`config.mk`:
```
export PLATFORM = sky130hd
export DESIGN_NAME = mux_rr_reg
export DESIGN_NICKNAME = d
export VERILOG_FILES = /design/src/rtl/mux_rr_reg.sv
export SDC_FILE = /design/constraint.sdc
export NUM_CORES = 1
export LEC_CHECK = 0
export ABC_AREA = 0
export CAP_MARGIN = 20
export CORE_MARGIN = 3
export CORE_UTILIZATION = 66
export CTS_CLUSTER_SIZE = 25
export DETAILED_ROUTE_END_ITERATION = 10
export DONT_BUFFER_PORTS = 1
export HOLD_SLACK_MARGIN = 0.15
export PLACE_DENSITY = 0.82
export SLEW_MARGIN = 0
export SYNTH_ARGS = -nofsm -noshare
export SYNTH_HDL_FRONTEND = slang
export SYNTH_SLANG_ARGS = --single-unit
```
`constraint.sdc`:
```
create_clock -name clk -period 4.7 [get_ports clk]
set_clock_uncertainty 0.1 [all_clocks]
set_input_delay 0.94 -clock clk [delete_from_list [all_inputs] [get_ports clk]]
set_output_delay 0.94 -clock clk [all_outputs]
set_load 0.01 [all_outputs]
```
`src/rtl/mux_rr_reg.sv`:
```
// mux_rr_reg: N-channel valid/ready multiplexer with fixed or round-robin
// grant feeding a one-entry registered output buffer.
//
// Ports:
//   clk, rst_n           clock, async active-low reset
//   in_data[N*WIDTH]     channel i word at [i*WIDTH +: WIDTH]
//   in_valid[N]          channel offers a word
//   in_ready[N]          channel word accepted this cycle (combinational)
//   mode                 0 = fixed select via sel, 1 = round-robin
//   sel[SELW]            channel index for fixed-select mode
//   out_data, out_ch     registered word and its source channel
//   out_valid            output buffer holds a word
//   out_ready            downstream accepts the word this cycle
module mux_rr_reg #(
    parameter int WIDTH = 8,
    parameter int N     = 4,
    parameter int SELW  = $clog2(N)
) (
    input  logic               clk,
    input  logic               rst_n,
    input  logic [N*WIDTH-1:0] in_data,
    input  logic [N-1:0]       in_valid,
    output logic [N-1:0]       in_ready,
    input  logic               mode,
    input  logic [SELW-1:0]    sel,
    output logic [WIDTH-1:0]   out_data,
    output logic [SELW-1:0]    out_ch,
    output logic               out_valid,
    input  logic               out_ready
);

    typedef enum logic {
        EMPTY = 1'b0,
        FULL  = 1'b1
    } state_t;

    state_t            state;
    logic [SELW-1:0]   ptr;
    logic [N-1:0]      gnt;
    logic [SELW-1:0]   g;
    logic              found;
    logic              load;
    logic              xfer;
    logic [WIDTH-1:0]  word;

    assign out_valid = (state == FULL);
    assign load      = !out_valid || out_ready;

    // Grant selection. Round-robin is done as two ordered passes:
    // first ptr..N-1, then 0..ptr-1, keeping the first hit.
    always_comb begin
        gnt   = '0;
        g     = '0;
        found = 1'b0;
        if (!mode) begin
            for (int i = 0; i < N; i++) begin
                if (int'(sel) == i && in_valid[i]) begin
                    gnt[i] = 1'b1;
                    g      = SELW'(i);
                    found  = 1'b1;
                end
            end
        end else begin
            for (int i = 0; i < N; i++) begin
                if (!found && in_valid[i] && i >= int'(ptr)) begin
                    gnt[i] = 1'b1;
                    g      = SELW'(i);
                    found  = 1'b1;
                end
            end
            for (int i = 0; i < N; i++) begin
                if (!found && in_valid[i] && i < int'(ptr)) begin
                    gnt[i] = 1'b1;
                    g      = SELW'(i);
                    found  = 1'b1;
                end
            end
        end
    end

    // Only the granted channel's word is ever selected.
    always_comb begin
        word = '0;
        for (int i = 0; i < N; i++) begin
            if (gnt[i]) begin
                word = in_data[i*WIDTH +: WIDTH];
            end
        end
    end

    // Ready is suppressed while reset is held so no handshake can be
    // observed upstream during reset.
    assign in_ready = gnt & {N{load & rst_n}};
    assign xfer     = found & load;

    always_ff @(posedge clk or negedge rst_n) begin
        if (!rst_n) begin
            state    <= EMPTY;
            out_data <= '0;
            out_ch   <= '0;
            ptr      <= '0;
        end else begin
            unique case (state)
                EMPTY: begin
                    if (xfer) begin
                        state    <= FULL;
                        out_data <= word;
                        out_ch   <= g;
                    end
                end
                FULL: begin
                    if (xfer) begin
                        state    <= FULL;
                        out_data <= word;
                        out_ch   <= g;
                    end else if (out_ready) begin
                        state <= EMPTY;
                    end
                end
                default: state <= EMPTY;
            endcase
            if (xfer && mode) begin
                ptr <= (int'(g) == N - 1) ? '0 : g + SELW'(1);
            end
        end
    end

endmodule

```
### Yosys cells after proc, flatten, opt, wreduce, memory -nomap -nowiden

Index checks and enable logic that the tools add are counted.

* register bits after elaboration: 13
* bits in latches: 0
* bits in writable memories: 0
* ROM bits: 0
* input bits: 42
* output and inout bits: 15
* memories: 0

* add/subtract/negate cells: 1
* $mul: 0
* div/mod/pow operators: 0
* order comparisons: 6
* eq/ne operators: 4
* shift-type cells: 0
* multiplexer cells: 49
* bitwise operators: 4
* reductions and logical operators: 26

Operators with widths (count)
* 8-bit 2-to-1 mux: 5
* 1-bit 2-to-1 mux: 32
* 2-bit 2-to-1 mux: 10
* 1-bit logical AND: 17
* 1-bit zero test: 7
* 4-bit AND: 1
* 2-bit by 1-bit equality test with 1-bit output (second input constant): 2
* 2-bit equality test (second input constant): 2
* 1-bit by 2-bit greater-or-equal comparator with 1-bit output (first input constant): 2
* 1-bit by 2-bit less-than comparator with 1-bit output (first input constant): 2
* 4-bit 2-to-1 mux: 1
* 2-bit by 1-bit adder with 2-bit output (second input constant): 1
* 1-bit AND: 2
* 2-bit greater-or-equal comparator (first input constant): 1
* 2-bit zero test: 1
* 2-bit less-than comparator (first input constant): 1
* 1-bit one-hot mux with 2 select lines: 1
* 1-bit logical OR: 1
* 1-bit inverter: 1

### Logic depth before layout (Yosys ltp)

Gate-level depths: netlist of the first run.

* depth in word-level cells: 38
* gate-level depth with buffers: 8
* gate-level depth less buffers: 6

### Worst setup path after synthesis of the first run

No wires, ideal clock.

* path type: input -> output
* start point: input port in_valid[2]
* end point: output port in_ready[3]
* arrival: 1.926 ns
* slack: 1.734 ns
* stages: 6
* path buffers: 2
* cell sequence: buf_2 o21ai_0 and3_1 a32o_1 buf_2 nor2b_1

* longest elaborated chain between the ends: 9

RTL lines
* from (decl): line 22 `input logic [N-1:0] in_valid,`
* 1-bit logical AND (2 in series): line 65 `if (!found && in_valid[i] && i >= int'(ptr)) begin`
* 1-bit 2-to-1 mux: line 65
* 1-bit 2-to-1 mux: line 55 `if (!mode) begin`
* 1-bit zero test: line 65
* 1-bit logical AND: line 65
* 1-bit 2-to-1 mux: line 65
* 4-bit 2-to-1 mux: line 55
* 4-bit AND: line 93 `assign in_ready = gnt & {N{load & rst_n}};`
* to (decl): line 23 `output logic [N-1:0] in_ready,`

No other way between the ends. The select of a mux whose other input is x is not followed.

### Worst setup path in the final report of the first run

* start point: input port sel[1]
* end point: output port in_ready[2]

* longest elaborated chain between the ends: 5

RTL lines
* from (decl): line 25 `input logic [SELW-1:0] sel,`
* 2-bit equality test: line 57 `if (int'(sel) == i && in_valid[i]) begin`
* 1-bit logical AND: line 57
* 1-bit 2-to-1 mux: line 57
* 4-bit 2-to-1 mux: line 55
* 4-bit AND: line 93

No other way between the ends.

==> results.toml, run 1 <==
[run_status]
status = "finished, final reports clean"

[floorplanning]
floorplan.core_area_um2 = 1350
design.portCount = 57
rows = 13
chipWidth_um = 44.8
floorplan.initialDensity_pct = 73.7
fp.dieArea_um2 = 2010
fp.dieH_um = 44.8

[sta]
slew-limit-headroom_pct = 29.2
min_period_over_period_pct = 67.1
timing.hold.ws_ns = 0.254
setup_tns_ns = 0
unrepaired_setup_endpoints_after_global_routing = "no"
setup_viols_final = 0
hold_viol_final = 0
peak_freq_mhz = 317
post-route-min-period_ns = 3.15
slew_viol_final = 0
worst_slew_pin_slew_ns = 1.06

[synthesis]
yosysSeqAreaShare_pct = 32.7
synth.largest_area_cell = "sky130_fd_sc_hd__dfrtp_1"
postSynthRegisterBits = 13
mean_cell_area_of_the_mapped_netlist_um2 = 8.22
synth_fp_nets = 163
synth_cell_types = 35
synth_edf_count = 0
synthFlopType = "sky130_fd_sc_hd__dfrtp_1"
yosys-top-cells-area = "sky130_fd_sc_hd__dfrtp_1, sky130_fd_sc_hd__a22oi_1, sky130_fd_sc_hd__a31oi_1, sky130_fd_sc_hd__nor2_1, sky130_fd_sc_hd__nor2b_1"
ys.warnings.count = 0
synth_largest_type_area_fraction_pct = 32.7
synthesis.instances = 121
synth_area_um2 = 995
synth-async-reset-ratio_pct = 100

[global_routing]
gr-usage-all-layers_pct = 25.9
grt_start_max_net_pins = 20
antenna_found_initial = 0
grt_first_pass_wirelength_um = 3970
grt.overflow.total = 0
first_global_vias = 930

[critical_path]
worst_ep_required_time_ns = 3.66
sort_of_element_at_the_start_of_the_critical_path = "primary input"
worst_setup_path_end_kind = "output port"
worst_path_most_repeated_cell = "sky130_fd_sc_hd__nor2b_1"
crit_fanout = 9
critical_path.n_buffers_inverters = 1
worst-setup-path-type = "in -> out"
cp_data_arrival_time_ns = 2.11
worst_path_largest_cell_delay_ns = 0.49
worstReg2RegEnd = "out_data[5]"
reg2reg_from = "ptr[1]"
worst_r2r_path_depth = 6
critPathSlowestCell = "sky130_fd_sc_hd__nor2b_1"
timing.critical_path.cells = "inv_1 -> nor3_1 -> a221oi_1 -> nor2b_1 -> nor2b_1"
regToRegSetupSlack_ns = 2.67
crit_path_leading_delay_family = "simple AND/OR/NAND/NOR gates"

[run]
max_cap_violations = 0

[routing]
average_detailed_routed_wire_length_per_instance_um = 18.7
vias = 968
drt_pass1_iterations = 4
drc = 0
antenna_left = 0
avgViaCountPerCell = 7.39
routed_wl_um = 2460
detail_route.iter0.violations = 53

[cts]
clk_transition_reported_paths_ns = 0.08
max-clock-path-buffers = 2
cts_htree_levels = 1
numClockSinks = 13
clock_tree_from_tritoncts = "built"
cts_repair_resize_count = 0
cts-root-buf = "sky130_fd_sc_hd__clkbuf_4"
cts_inserted_buffers = 3
clock_latency_ns = 0.26
cts_hold_buffers = 0
setup_fix_bufs_post_cts = 0

[power]
vdd_ir_drop_max_v = 0.000216
p_per_area_nw_per_um2 = 363
p_leak_nw = 0.375

[placed_design]
place_hpwl_um = 1970
io_buffers = 0
gpl.final_weighted_congestion = 0.881

[layout]
area_overhead_of_the_layout_relative_to_synthesis_pct = -0.503
drive_above_1_share_pct = 6.03
finish.utilization_pct = 73.3
nets = 159
antennaDiodeCount = 0

[worst_hold_path]
holdCritPathClass = "in -> async"
## synth_stat cells (all sizes together), types with 3 or more instances
master / number
o21ai: 7
a31oi: 9
buf: 8
nor2b: 6
nor3: 4
a21oi: 6
dfrtp: 13
nand2b: 3
nand2: 5
nor2: 15
a22oi: 16
inv: 5
## cell usage in the layout, fill, tap and decap left out, types with 2 or more instances in the layout
cell type,synthesis,final
sky130_fd_sc_hd__a31oi_1,9,9
sky130_fd_sc_hd__o21ai_1,2,2
sky130_fd_sc_hd__nor2_1,14,14
sky130_fd_sc_hd__inv_1,5,5
sky130_fd_sc_hd__a21oi_1,5,5
sky130_fd_sc_hd__nand2_1,5,5
sky130_fd_sc_hd__dfrtp_1,13,13
sky130_fd_sc_hd__nand2b_1,3,3
sky130_fd_sc_hd__a32o_1,2,2
sky130_fd_sc_hd__o21ai_0,5,5
sky130_fd_sc_hd__a221oi_1,2,2
sky130_fd_sc_hd__and3_1,2,2
sky130_fd_sc_hd__nor3_1,4,4
sky130_fd_sc_hd__mux2i_1,2,2
sky130_fd_sc_hd__nor2b_1,6,6
sky130_fd_sc_hd__a22oi_1,16,16
sky130_fd_sc_hd__o211ai_1,2,2
sky130_fd_sc_hd__clkbuf_4,0,3
## layer usage
metal	vias up	GRT usage [%]	routed length (um)
met4	0	4.09	19
li1	444	-	-
met2	79	41.0	1200
met5	-	0	0
met1	441	35.7	929
met3	4	7.57	309
## where the power goes
| group | internal, mW | switching [mW] | total, mW |
|---|---|---|---|
| combinational | 0.0518 | 0.0649 | 0.117 |
| clock | 0.0328 | 0.0332 | 0.0660 |
| sequential | 0.140 | 0.0373 | 0.177 |
| total | 0.224 | 0.135 | 0.360 |
## final cells by class
type	instances	area, um2
fill	106	360
multi-input combinational	94	601
sequential	13	325
tap	15	18.8
inverter	5	18.8
clock buffer	4	26.3
## flip-flops by register name, summed over array words and instances (netlist names)
signal and count:
out_valid 1, ptr 2, out_data 8, out_ch 2
## worst register-to-register path, stage by stage (launching register included)
cell and delay, ns:
sky130_fd_sc_hd__dfrtp_1 0.51, sky130_fd_sc_hd__inv_1 0.14, sky130_fd_sc_hd__o21ai_1 0.15, sky130_fd_sc_hd__a21oi_1 0.10, sky130_fd_sc_hd__o32ai_1 0.52, sky130_fd_sc_hd__a22oi_1 0.18, sky130_fd_sc_hd__a31oi_1 0.26
## worst max path at each step
stage / slack, ns / cells after the start / end / startpoint
2_1_floorplan: 1.73 / 6 / in_ready[3] / in_valid[2]
3_3_place_gp: 1.60 / 5 / in_ready[2] / in_valid[1]
3_5_place_dp: 1.57 / 5 / in_ready[2] / sel[1]
4_1_cts: 1.57 / 5 / in_ready[2] / sel[1]
5_1_grt: 1.42 / 5 / in_ready[2] / sel[1]
6_report: 1.55 / 5 / in_ready[2] / sel[1]
## metrics by stage
stage | instances | instance area [um2] | power [mW] | worst slack [ns]
global placement | 127 | 963 | 0.290 | 1.60
CTS | 131 | 990 | 0.360 | 1.57
global route | 131 | 990 | 0.386 | 1.42
finish | 131 | 990 | 0.360 | 1.55
detailed placement | 127 | 963 | 0.295 | 1.57
floorplan | 121 | 995 | 0.280 | 1.73
## kinds of logic after synthesis
group	count (synthesis)	synth area share [%]
mux	3	3.14
simple gates	42	23.3
flops	13	32.7
xor+xnor	1	0.881
compound gates	48	33.1
buf+inv	14	6.92
Power figures use the tool's default switching activity.
==> run 2, diff against run 1 <==
--- a/config.mk
+++ b/config.mk
@@ -8,12 +8,12 @@
 export ABC_AREA = 0
 export CAP_MARGIN = 20
 export CORE_MARGIN = 3
-export CORE_UTILIZATION = 66
+export CORE_UTILIZATION = 61
 export CTS_CLUSTER_SIZE = 25
 export DETAILED_ROUTE_END_ITERATION = 10
 export DONT_BUFFER_PORTS = 1
 export HOLD_SLACK_MARGIN = 0.15
-export PLACE_DENSITY = 0.82
+export PLACE_DENSITY = 0.77
 export SLEW_MARGIN = 0
 export SYNTH_ARGS = -nofsm -noshare
 export SYNTH_HDL_FRONTEND = slang
==> constraint.sdc (replaced) <==
create_clock -name clk -period 3.25 [get_ports clk]
set_clock_uncertainty 0.1 [all_clocks]
set_input_delay 0.65 -clock clk [delete_from_list [all_inputs] [get_ports clk]]
set_output_delay 0.65 -clock clk [all_outputs]
set_load 0.01 [all_outputs]
==> results.toml, run 2 (same netlist as run 1, synthesis figures left out) <==
[floorplanning]
floorplan.initialDensity_pct = 70.3
floorplan.core_area_um2 = 1420
chipWidth_um = 46.4
rows = 13
design.portCount = 57
fp.dieH_um = 46.4
fp.dieArea_um2 = 2150

[layout]
layout.cells.most_common = "sky130_fd_sc_hd__a22oi_1"
drive_above_1_share_pct = 7.56
area_overhead_of_the_layout_relative_to_synthesis_pct = 2.01
final_cell_mix = "sky130_fd_sc_hd__a22oi_1, sky130_fd_sc_hd__nor2_1, sky130_fd_sc_hd__dfrtp_1"
layoutNonFillerInstCount = 134
finish.utilization_pct = 71.7
nets = 162
max_flop_register = "out_data"
top_regs = "out_data: 8 flops, out_ch: 2 flops, ptr: 2 flops"
largest_register_ffs = 8
antennaDiodeCount = 0

[critical_path]
worst_setup_path_end_kind = "output port"
crit_fanout = 10
worst-setup-path-type = "reg -> out"
critPathSlowestCell = "sky130_fd_sc_hd__nor2b_1"
cp_data_arrival_time_ns = 2.01
reg2reg_from = "ptr[1]"
worst_path_most_repeated_cell = "sky130_fd_sc_hd__nor2b_1"
timing.critical_path.cells = "inv_1 -> nor2_1 -> a221oi_1 -> nor2b_1 -> nor2b_1"
worst_ep_required_time_ns = 2.50
worstSetupStartpoint = "ptr[1]"
worst_path_largest_cell_delay_ns = 0.53
sort_of_element_at_the_start_of_the_critical_path = "flip-flop"

[cts]
clock_latency_ns = 0.26
cts_inserted_buffers = 3
numClockSinks = 13
clock_tree_from_tritoncts = "built"
clk_transition_reported_paths_ns = 0.07
setup_fix_bufs_post_cts = 0
cts_repair_resize_count = 0
cts-root-buf = "sky130_fd_sc_hd__clkbuf_4"
max-clock-path-buffers = 2
cts_htree_levels = 1

[sta]
post-route-min-period_ns = 2.76
worst_slew_pin_slew_ns = 0.649
peak_freq_mhz = 363
setup_tns_ns = 0
slew-limit-headroom_pct = 56.6
slew_viol_final = 0
min_period_over_period_pct = 84.8
unrepaired_setup_endpoints_after_global_routing = "no"
setup_viols_final = 0
hold_viol_final = 0

[worst_hold_path]
worst_hold_startpoint = "out_ch[0]"
holdCritPathClass = "reg -> reg"

[routing]
average_detailed_routed_wire_length_per_instance_um = 19.0
vias = 977
detail_route.iter0.violations = 37
routed_wl_um = 2550
antenna_left = 0
drc = 0
avgViaCountPerCell = 7.29
drt_pass1_iterations = 4

[global_routing]
gr-usage-all-layers_pct = 25.3
grt_first_pass_wirelength_um = 3900
first_global_vias = 877
antenna_found_initial = 0
grt_start_max_net_pins = 20
grt.overflow.total = 0

[placed_design]
gpl.final_weighted_congestion = 0.940
io_buffers = 0
placed_cells_incl_taps = 129
place_hpwl_um = 1970

[power]
p_leak_nw = 0.389
p_per_area_nw_per_um2 = 524
vdd_ir_drop_max_v = 0.000248

[run_status]
status = "finished, final reports clean"

[run]
max_cap_violations = 0
run 2: cell types whose count changed in the layout (fill, tap and decap cells not counted), sizes merged:
cell | previous run | this run
dlygate4sd3 | 0 | 1
buf | 0 | 2
run 2: path summary, 6_finish.rpt:
check / end / slack, ns / cells past startpoint
hold reg to reg: out_ch[0] / 0.47 / 1
setup / recovery: in_ready[2] / 0.49 / 5
max in group asynchronous: out_ch[1] / 1.97 / 1
min in group asynchronous: out_data[3] / 0.71 / 1
hold / removal: out_ch[0] / 0.47 / 1
setup reg to reg: out_data[3] / 1.27 / 6
run 2: layout make-up:
type                    instances  area, um2
clock buffers                   4       26.3
fillers                       114        400
inverters                       5       18.8
multi-input cells              94        601
flip-flops and latches         13        325
well taps                      15       18.8
repair buffers                  3       25.0
run 2: per-layer routing:
metal | part of all wire (%) | vias to the layer above | wire (um) | global-route usage [%]
met5 | 0 | - | 0 | 0
met4 | 0.47 | 0 | 12 | 5.68
met3 | 12 | 2 | 306 | 7.42
met2 | 47 | 55 | 1200 | 41.5
met1 | 40 | 469 | 1020 | 32.4
li1 | - | 451 | - | -
run 2: repair_timing:
action | in CTS | in global routing
hold buffers | 1 | 0
setup endpoints to repair | 0 | 0
hold endpoints to repair | 13 | 0
run 2: power breakdown:
group          switching (mW)  internal, mW  total, mW
Combinational          0.0981        0.0794      0.178
Sequential             0.0556         0.202      0.257
Clock                  0.0498        0.0475     0.0973
Total                   0.204         0.328      0.532
run 2: per-stage QoR:
stage / hold slack [ns] / power, mW / setup slack [ns] / cell area [um2]
finish: 0.467 / 0.532 / 0.493 / 1010
global route: 0.504 / 0.573 / 0.364 / 1010
CTS: 0.474 / 0.533 / 0.515 / 1010
detailed placement: 0.255 / 0.433 / 0.651 / 978
global placement: 0.255 / 0.425 / 0.684 / 978
floorplan: 0.254 / 0.405 / 0.864 / 995
run 2: worst max-delay path, delay by kind of cell (launching register included):
kind,cells,cell delay (ns)
simple gates,3,0.99
compound gates,1,0.09
buf+inv,1,0.14
flops,1,0.52
